**src/rtl/aqp_ebus_io_mailbox.sv**
```systemverilog
// Z80 I/O-port mailbox: data/status register pair at BASE_PORT/BASE_PORT+1, backed by an
// "up" FIFO (Z80 -> host) and a "down" FIFO (host -> Z80), with an IRQ on pending down-data.
module aqp_ebus_io_mailbox #(
  parameter logic [7:0] BASE_PORT  = 8'hF0,
  parameter int         DEPTH_LOG2 = 4
) (
  input  logic       clk,
  input  logic       reset,
  input  logic       use_t80,
  input  logic [7:0] ebus_a,
  input  logic [7:0] ebus_d_in,
  input  logic       ebus_rd_n,
  input  logic       ebus_wr_n,
  input  logic       ebus_iorq_n,
  output logic [7:0] ebus_d_out,
  output logic       ebus_d_oe,
  output logic       irq,
  output logic [7:0] host_up_data,
  input  logic       host_up_rd,
  output logic       host_up_empty,
  input  logic [7:0] host_dn_data,
  input  logic       host_dn_wr,
  output logic       host_dn_full
);

  localparam int                  DEPTH     = 1 << DEPTH_LOG2;
  localparam logic [DEPTH_LOG2:0] FULL_CNT  = {1'b1, {DEPTH_LOG2{1'b0}}};
  localparam logic [7:0]          STAT_PORT = BASE_PORT + 8'd1;

  logic [2:0] r_q_rd;
  logic [2:0] r_q_wr;
  logic [2:0] r_vld;

  logic [7:0]          r_up_mem [0:DEPTH-1];
  logic [DEPTH_LOG2:0] r_up_wptr;
  logic [DEPTH_LOG2:0] r_up_rptr;
  logic [7:0]          r_dn_mem [0:DEPTH-1];
  logic [DEPTH_LOG2:0] r_dn_wptr;
  logic [DEPTH_LOG2:0] r_dn_rptr;

  logic       r_up_ovf;
  logic       r_dn_ovf;
  logic       r_irq_en;
  logic       r_irq;
  logic [7:0] r_rd_latch;

  logic                w_rd_edge;
  logic                w_wr_edge;
  logic                w_hit;
  logic                w_sel_data;
  logic                w_sel_stat;
  logic                w_data_rd;
  logic                w_data_wr;
  logic                w_stat_rd;
  logic                w_stat_wr;
  logic [DEPTH_LOG2:0] w_up_count;
  logic [DEPTH_LOG2:0] w_dn_count;
  logic                w_up_empty;
  logic                w_up_full;
  logic                w_dn_empty;
  logic                w_dn_full;
  logic                w_up_pop;
  logic                w_up_push;
  logic                w_up_ovf_set;
  logic                w_dn_pop;
  logic                w_dn_push;
  logic                w_dn_ovf_set;
  logic [7:0]          w_status;

  // r_vld marks which sync taps hold real post-reset samples, so a strobe already low at
  // reset release never looks like a falling edge.
  always_ff @(posedge clk) begin
    if (reset) begin
      r_q_rd <= 3'b111;
      r_q_wr <= 3'b111;
      r_vld  <= 3'b000;
    end else begin
      r_q_rd <= {r_q_rd[1:0], ebus_rd_n};
      r_q_wr <= {r_q_wr[1:0], ebus_wr_n};
      r_vld  <= {r_vld[1:0], 1'b1};
    end
  end

  assign w_rd_edge = use_t80 ? (r_vld[1] && (r_q_rd[1:0] == 2'b10))
                             : (r_vld[2] && (r_q_rd[2:1] == 2'b10));
  assign w_wr_edge = use_t80 ? (r_vld[1] && (r_q_wr[1:0] == 2'b10))
                             : (r_vld[2] && (r_q_wr[2:1] == 2'b10));

  assign w_hit      = !ebus_iorq_n && (ebus_a[7:1] == BASE_PORT[7:1]);
  assign w_sel_data = (ebus_a == BASE_PORT);
  assign w_sel_stat = (ebus_a == STAT_PORT);
  assign w_data_rd  = w_rd_edge && w_hit && w_sel_data;
  assign w_stat_rd  = w_rd_edge && w_hit && w_sel_stat;
  assign w_data_wr  = w_wr_edge && w_hit && w_sel_data;
  assign w_stat_wr  = w_wr_edge && w_hit && w_sel_stat;

  assign w_up_count = r_up_wptr - r_up_rptr;
  assign w_dn_count = r_dn_wptr - r_dn_rptr;
  assign w_up_empty = (w_up_count == '0);
  assign w_up_full  = (w_up_count == FULL_CNT);
  assign w_dn_empty = (w_dn_count == '0);
  assign w_dn_full  = (w_dn_count == FULL_CNT);

  // A Z80 push into a full up-FIFO is still accepted when the host pops in the same cycle.
  assign w_up_pop     = host_up_rd && !w_up_empty;
  assign w_up_push    = w_data_wr && (!w_up_full || w_up_pop);
  assign w_up_ovf_set = w_data_wr && w_up_full && !w_up_pop;
  assign w_dn_pop     = w_data_rd && !w_dn_empty;
  assign w_dn_push    = host_dn_wr && !w_dn_full;
  assign w_dn_ovf_set = host_dn_wr && w_dn_full;

  assign w_status = {r_irq_en, 3'b000, r_up_ovf, r_dn_ovf, w_up_full, !w_dn_empty};

  always_ff @(posedge clk) begin
    if (w_up_push) r_up_mem[r_up_wptr[DEPTH_LOG2-1:0]] <= ebus_d_in;
    if (w_dn_push) r_dn_mem[r_dn_wptr[DEPTH_LOG2-1:0]] <= host_dn_data;
  end

  // A new overflow in the same cycle as a clearing status write leaves the flag set.
  always_ff @(posedge clk) begin
    if (reset) begin
      r_up_wptr  <= '0;
      r_up_rptr  <= '0;
      r_dn_wptr  <= '0;
      r_dn_rptr  <= '0;
      r_up_ovf   <= 1'b0;
      r_dn_ovf   <= 1'b0;
      r_irq_en   <= 1'b0;
      r_irq      <= 1'b0;
      r_rd_latch <= 8'h00;
    end else begin
      if (w_up_push) r_up_wptr <= r_up_wptr + 1'b1;
      if (w_up_pop)  r_up_rptr <= r_up_rptr + 1'b1;
      if (w_dn_push) r_dn_wptr <= r_dn_wptr + 1'b1;
      if (w_dn_pop)  r_dn_rptr <= r_dn_rptr + 1'b1;

      if (w_data_rd) begin
        r_rd_latch <= w_dn_empty ? 8'h00 : r_dn_mem[r_dn_rptr[DEPTH_LOG2-1:0]];
      end else if (w_stat_rd) begin
        r_rd_latch <= w_status;
      end

      if (w_stat_wr) begin
        r_irq_en <= ebus_d_in[7];
        if (ebus_d_in[3]) r_up_ovf <= 1'b0;
        if (ebus_d_in[2]) r_dn_ovf <= 1'b0;
      end
      if (w_up_ovf_set) r_up_ovf <= 1'b1;
      if (w_dn_ovf_set) r_dn_ovf <= 1'b1;

      r_irq <= r_irq_en && !w_dn_empty;
    end
  end

  assign ebus_d_out    = r_rd_latch;
  assign ebus_d_oe     = !reset && !ebus_iorq_n && !ebus_rd_n && (w_sel_data || w_sel_stat);
  assign irq           = r_irq;
  assign host_up_empty = w_up_empty;
  assign host_dn_full  = w_dn_full;
  assign host_up_data  = w_up_empty ? 8'h00 : r_up_mem[r_up_rptr[DEPTH_LOG2-1:0]];

endmodule
```
**config.mk**
```make
export PLATFORM = sky130hd
export DESIGN_NAME = aqp_ebus_io_mailbox
export DESIGN_NICKNAME = d
export VERILOG_FILES = /design/src/rtl/aqp_ebus_io_mailbox.sv
export SDC_FILE = /design/constraint.sdc
export NUM_CORES = 1
export LEC_CHECK = 0
export CORE_AREA = 3 3 161 163
export CTS_CLUSTER_DIAMETER = 50
export DETAILED_ROUTE_END_ITERATION = 7
export DIE_AREA = 0 0 164 166
export PLACE_DENSITY = 0.69
export SLEW_MARGIN = 0
export SYNTH_ARGS = -nofsm -noshare
export SYNTH_HDL_FRONTEND = slang
export SYNTH_SLANG_ARGS = --single-unit
```
**constraint.sdc**
```tcl
create_clock -name clk -period 5.9 [get_ports clk]
set_input_delay 1.475 -clock clk [delete_from_list [all_inputs] [get_ports clk]]
set_output_delay 1.475 -clock clk [all_outputs]
set_load 0.005 [all_outputs]
```
# --- After elaboration in Yosys (flattened, before gate mapping) ---
# Memory sizes are Yosys's and may differ from the RTL's. A register that Yosys moved wholly into a read port is not among the register bits.
# Index checks and enable logic that the tools add are counted.
# W data, S select, Z words.
op_classes:
  n_eq_ne: 9
  reduce_logical: 41
  mux: 21
  add_sub_neg: 6
ops:
  columns: ["op", "n"]
  rows:
  - ["$mux W8", 4]
  - ["$logic_and A1 B1 Y1", 22]
  - ["$add A5 B1 Y5 const B", 4]
  - ["$eq A8 B8 Y1 const B", 2]
  - ["$mux W4", 4]
  - ["$mux W1", 13]
  - ["$eq A5 B5 Y1 const B", 2]
  - ["$logic_not A5 Y1", 2]
  - ["$reduce_bool A2 Y1", 5]
  - ["$sub A5 B5 Y5", 2]
  - ["$eq A2 B2 Y1 const B", 4]
  - ["$logic_not A1 Y1", 8]
  - ["$eq A7 B7 Y1 const B", 1]
  - ["$reduce_and A2 Y1", 2]
  - ["$logic_or A1 B1 Y1", 2]
totals:
  inputBits: 32
  output_inout_bits: 20
  memories: 2
  mem_bits_rw: 256
  regBits: 41
  word_cells: 92
memory_table:
  columns: ["memory", "depth", "width", "read_ports", "rd_clocked_by_memory_dff", "wr", "line_no", "rtl"]
  rows:
  - ["r_dn_mem", 16, 8, 1, 1, 1, "37", "logic [7:0] r_dn_mem [0:DEPTH-1];"]
  - ["r_up_mem", 16, 8, 1, 1, 1, "34", "logic [7:0] r_up_mem [0:DEPTH-1];"]

# --- Depth between registers and ports, before layout ---
logic_depth:
  ltp_word: 9
  depth_mapped: 9
  ltp_nobuf: 8

# --- Worst setup path after synthesis ---
# Ideal clock, no wire load.
synth_path:
  path_type: "in2reg"
  startpoint: "input port ebus_a[1]"
  endpoint: "register r_up_wptr[4]"
  arrival_time_ns: 3.634
  cell_stages: 4
  path_buffers: 0
  path_slack_ns: 2.145
  required_time_ns: 5.779
  path_cell_list: "nor4b_1 -> o211ai_1 -> nor4b_1 -> mux2_2"
synth_via:
  elab_chain_len: 5
  elab_cells_between_ends: 6
  cone_classes: "eq/ne: 2; reduce/logical: 4"
synth_lines:
  columns: ["item", "line_no", "rtl"]
  rows:
  - ["start, declared", "10", "input logic [7:0] ebus_a,"]
  - ["$eq A7 B7 Y1", "89", "assign w_hit = !ebus_iorq_n && (ebus_a[7:1] == BASE_PORT[7:1]);"]
  - ["$logic_and A1 B1 Y1", "89", null]
  - ["$logic_and A1 B1 Y1", "94", "assign w_data_wr = w_wr_edge && w_hit && w_sel_data;"]
  - ["$logic_and A1 B1 Y1 *", "94", null]
  - ["$logic_and A1 B1 Y1 *", "106", "assign w_up_push = w_data_wr && (!w_up_full || w_up_pop);"]
  - ["end signal, assigned", "132", "if (w_up_push) r_up_wptr <= r_up_wptr + 1'b1;"]
  - ["end, declared", "35", "logic [DEPTH_LOG2:0] r_up_wptr;"]
# Mark *: on every way between the ends. The rest lies on a longest branch, timed or not.
# A chain may end at the register's enable or synchronous reset.

==> results.py <==
metrics = {
    "global_routing": {
        "grt_use_met2_pct": 29.5,
        "grt_max_degree": 41,
        "grt.busiest_layer": "met2",
        "grt_pass1_wl_um": 39000,
        "antenna_found_initial": 0,
        "gr-usage-met3_pct": 3.22,
        "grtUsageTotal_pct": 18.4,
        "grt_overflow": 0,
        "use_met1_pct": 26.6,
        "grt_pass1_vias": 6794,
    },
    "clock_tree": {
        "post_cts_resized": 0,
        "clkLatencyLatePin_ps": 540,
        "h-tree-depth": 1,
        "cts_hold_buffers": 0,
        "cts-root-buf": "clkbuf_16",
        "cts-buffers-inserted": 31,
        "cts_buffer_depth": 3,
        "cts_tree": "yes",
        "path_clk_slew_ps": 60,
        "clkSinkCount": 305,
        "postCtsSetupRepairBufs": 0,
    },
    "yosys": {
        "netlist-cell-type-count": 52,
        "synth_top_cells_by_count": "edfxtp_1, mux4_2, dfxtp_1",
        "synthFlopType": "edfxtp_1",
        "synth_fa_ha_area_share_pct": 1.84,
        "syn_nets": 749,
        "yosysTopAreaCell": "edfxtp_1",
        "synth_edf_count": 256,
        "synth.cell_area_um2": 12300,
        "ys_seq_area_share_pct": 70.7,
        "synth_top_family_by_area": "multiplexers",
        "synthTopCellsByArea": "edfxtp_1, mux4_2, dfxtp_1",
        "avgSynthCellArea_um2": 17.5,
        "synth_warnings": 0,
        "synthSimpleGateAreaFrac_pct": 7.45,
        "async_reset_ff_share_pct": 0,
        "synth-compound-area-share_pct": 3.52,
        "yosys.area.top_type_share_pct": 62.7,
        "muxShareOfSynthArea_pct": 13.8,
        "yosys.cell_count.top_type": "edfxtp_1",
        "synthXorXnorAreaFrac_pct": 1.04,
        "syn_inst": 699,
        "ys_ff_latch": 305,
    },
    "detailed_routing": {
        "avgRoutedWirePerCell_um": 22.5,
        "wl_um": 24900,
        "final_antenna_net_count": 0,
        "first_iter_violations": 579,
        "via_per_inst": 5.87,
        "drt_first_pass_iters": 4,
        "vias": 6479,
        "drcViolationCount": 0,
    },
    "power": {
        "powerDensity_nw_per_um2": 331,
        "p_leak_nw": 4.49,
        "ir_worst_vdd_mv": 0.231,
        "total_power_mw": 4.65,
    },
    "timing": {
        "finalMaxSlewViolations": 0,
        "period_needed_ps": 4760,
        "setup_viol": 0,
        "setup_ws_ps": 1140,
        "hold_ws_ps": 447,
        "grt_setup_unrepaired": "false",
        "tightestPinTransition_ps": 1200,
        "fin_skew_ps": 19.3,
        "period_share_pct": 80.6,
        "fmax_mhz": 210,
        "hold_violations": 0,
        "slew_headroom_pct": 19.2,
        "setup_tns_ps": 0,
    },
    "layout": {
        "syn_to_final_growth_pct": 14.7,
        "layout.nets": 807,
        "fillers": 1812,
        "n_antenna_cell": 0,
        "final_util_pct": 57.5,
        "drive_gt1_share_pct": 18.0,
    },
    "floorplan": {
        "coreArea_um2": 24500,
        "io_pins": 52,
        "num_rows": 57,
        "die_area_um2": 27200,
        "die_h_um": 166,
        "fp.dieW_um": 164,
        "initial_core_util_pct": 50.1,
    },
    "hold_path": {
        "hold_path_class": "flop to flop",
        "hold_depth": 1,
        "hold_start": "r_q_rd[0]",
        "holdPathEnd": "r_q_rd[1]",
    },
    "place": {
        "portBuffers": 51,
        "dpl.hpwl_um": 16100,
        "place.gp.congestion": 0.866,
        "preCtsSetupSlack_ps": 1260,
    },
    "critical_path": {
        "cp.required_ps": 4430,
        "reg2reg_slack_ps": 2250,
        "worst_r2r_path_depth": 7,
        "timing.rr.end": "r_dn_mem[1][0]",
        "worst-setup-path-type": "flop to output pin",
        "timing.rr.start": "r_dn_wptr[2]",
        "worstSetupStartpointType": "flop",
        "cp_data_arrival_time_ps": 3280,
        "crit_path_end_kind": "output pin",
        "worst-path-max-fanout": 19,
    },
    "flow_run": {
        "maxCapViolCount": 0,
    },
    "run_status": {
        "status": "completed",
    },
}
worst max-delay path, stage by stage, from the launching register on:
cell             delay (ps)
dfxtp_2                 650
buf_4                   450
mux4_2                  560
mux4_2                  470
nor2b_1                 140
clkdlybuf4s50_1         450
per-layer routing:
| metal | share of wire (%) | up-vias |
|---|---|---|
| met3 | 5.6 | 39 |
| met2 | 49 | 218 |
| li1 | - | 2900 |
| met1 | 43 | 3322 |
| met4 | 1.9 | 0 |
| met5 | 0 | - |
layout make-up:
cell class | instances | area [um2] | area share, %
Clock buffer | 44 | 865 | 6.15
Tap cell | 324 | 405 | 2.88
Multi-Input combinational cell | 345 | 3400 | 24.2
Timing Repair Buffer | 59 | 571 | 4.06
Sequential cell | 305 | 8670 | 61.7
Inverter | 15 | 56.3 | 0.400
Clock inverter | 11 | 91.3 | 0.650
where the power goes:
part	switching (mW)	total (mW)	internal, mW
Combinational	0.208	0.447	0.239
Sequential	0.0351	2.39	2.36
Clock	0.756	1.81	1.06
Total	0.999	4.65	3.65
sequential cells by signal (all words and copies together) (netlist names), named ones only:
signal	count
r_dn_mem	128
r_up_wptr	5
r_dn_ovf	1
r_up_rptr	5
r_irq_en	1
r_q_wr	3
r_up_mem	128
r_up_ovf	1
r_vld	3
r_dn_rptr	5
r_q_rd	3
irq	1
r_dn_wptr	5
ebus_d_out	8
stage by stage:
stage	instances	cell area, um2
final	1103	14100
after CTS	1103	14100
after global routing	1103	14100
after global placement	1048	13100
after detailed placement	1048	13100
after floorplan	699	12300
worst max path at each step:
| stage | end | cells after the start | start | slack, ps |
|---|---|---|---|---|
| 6_report | host_up_data[5] | 5 | flop | 1140 |
| 5_1_grt | host_up_data[5] | 5 | flop | 930 |
| 4_1_cts | host_up_data[5] | 5 | flop | 1060 |
| 3_5_place_dp | ebus_d_oe | 5 | ebus_a[1] | 1260 |
| 3_3_place_gp | ebus_d_oe | 5 | ebus_a[1] | 1220 |
| 2_1_floorplan | r_up_wptr[4] | 4 | ebus_a[1] | 2140 |
cell usage in the layout, fill, tap and decap left out, drive strengths merged, types with 13 or more instances in the layout:
cell           instances
clkdlybuf4s50         51
nand3                 20
mux4                  72
inv                   15
a21oi                 18
nor2                  41
clkbuf                44
ha                    18
nand2                 29
dfxtp                 49
and4                  13
edfxtp               256
nor2b                 20
cell families after synthesis:
| group | after synthesis |
|---|---|
| flops | 305 |
| simple gates | 169 |
| buf+inv | 49 |
| xor+xnor | 13 |
| compound gates | 66 |
| mux | 79 |
| fa+ha+maj | 18 |
No activity file was read; power rests on OpenSTA's default activity.
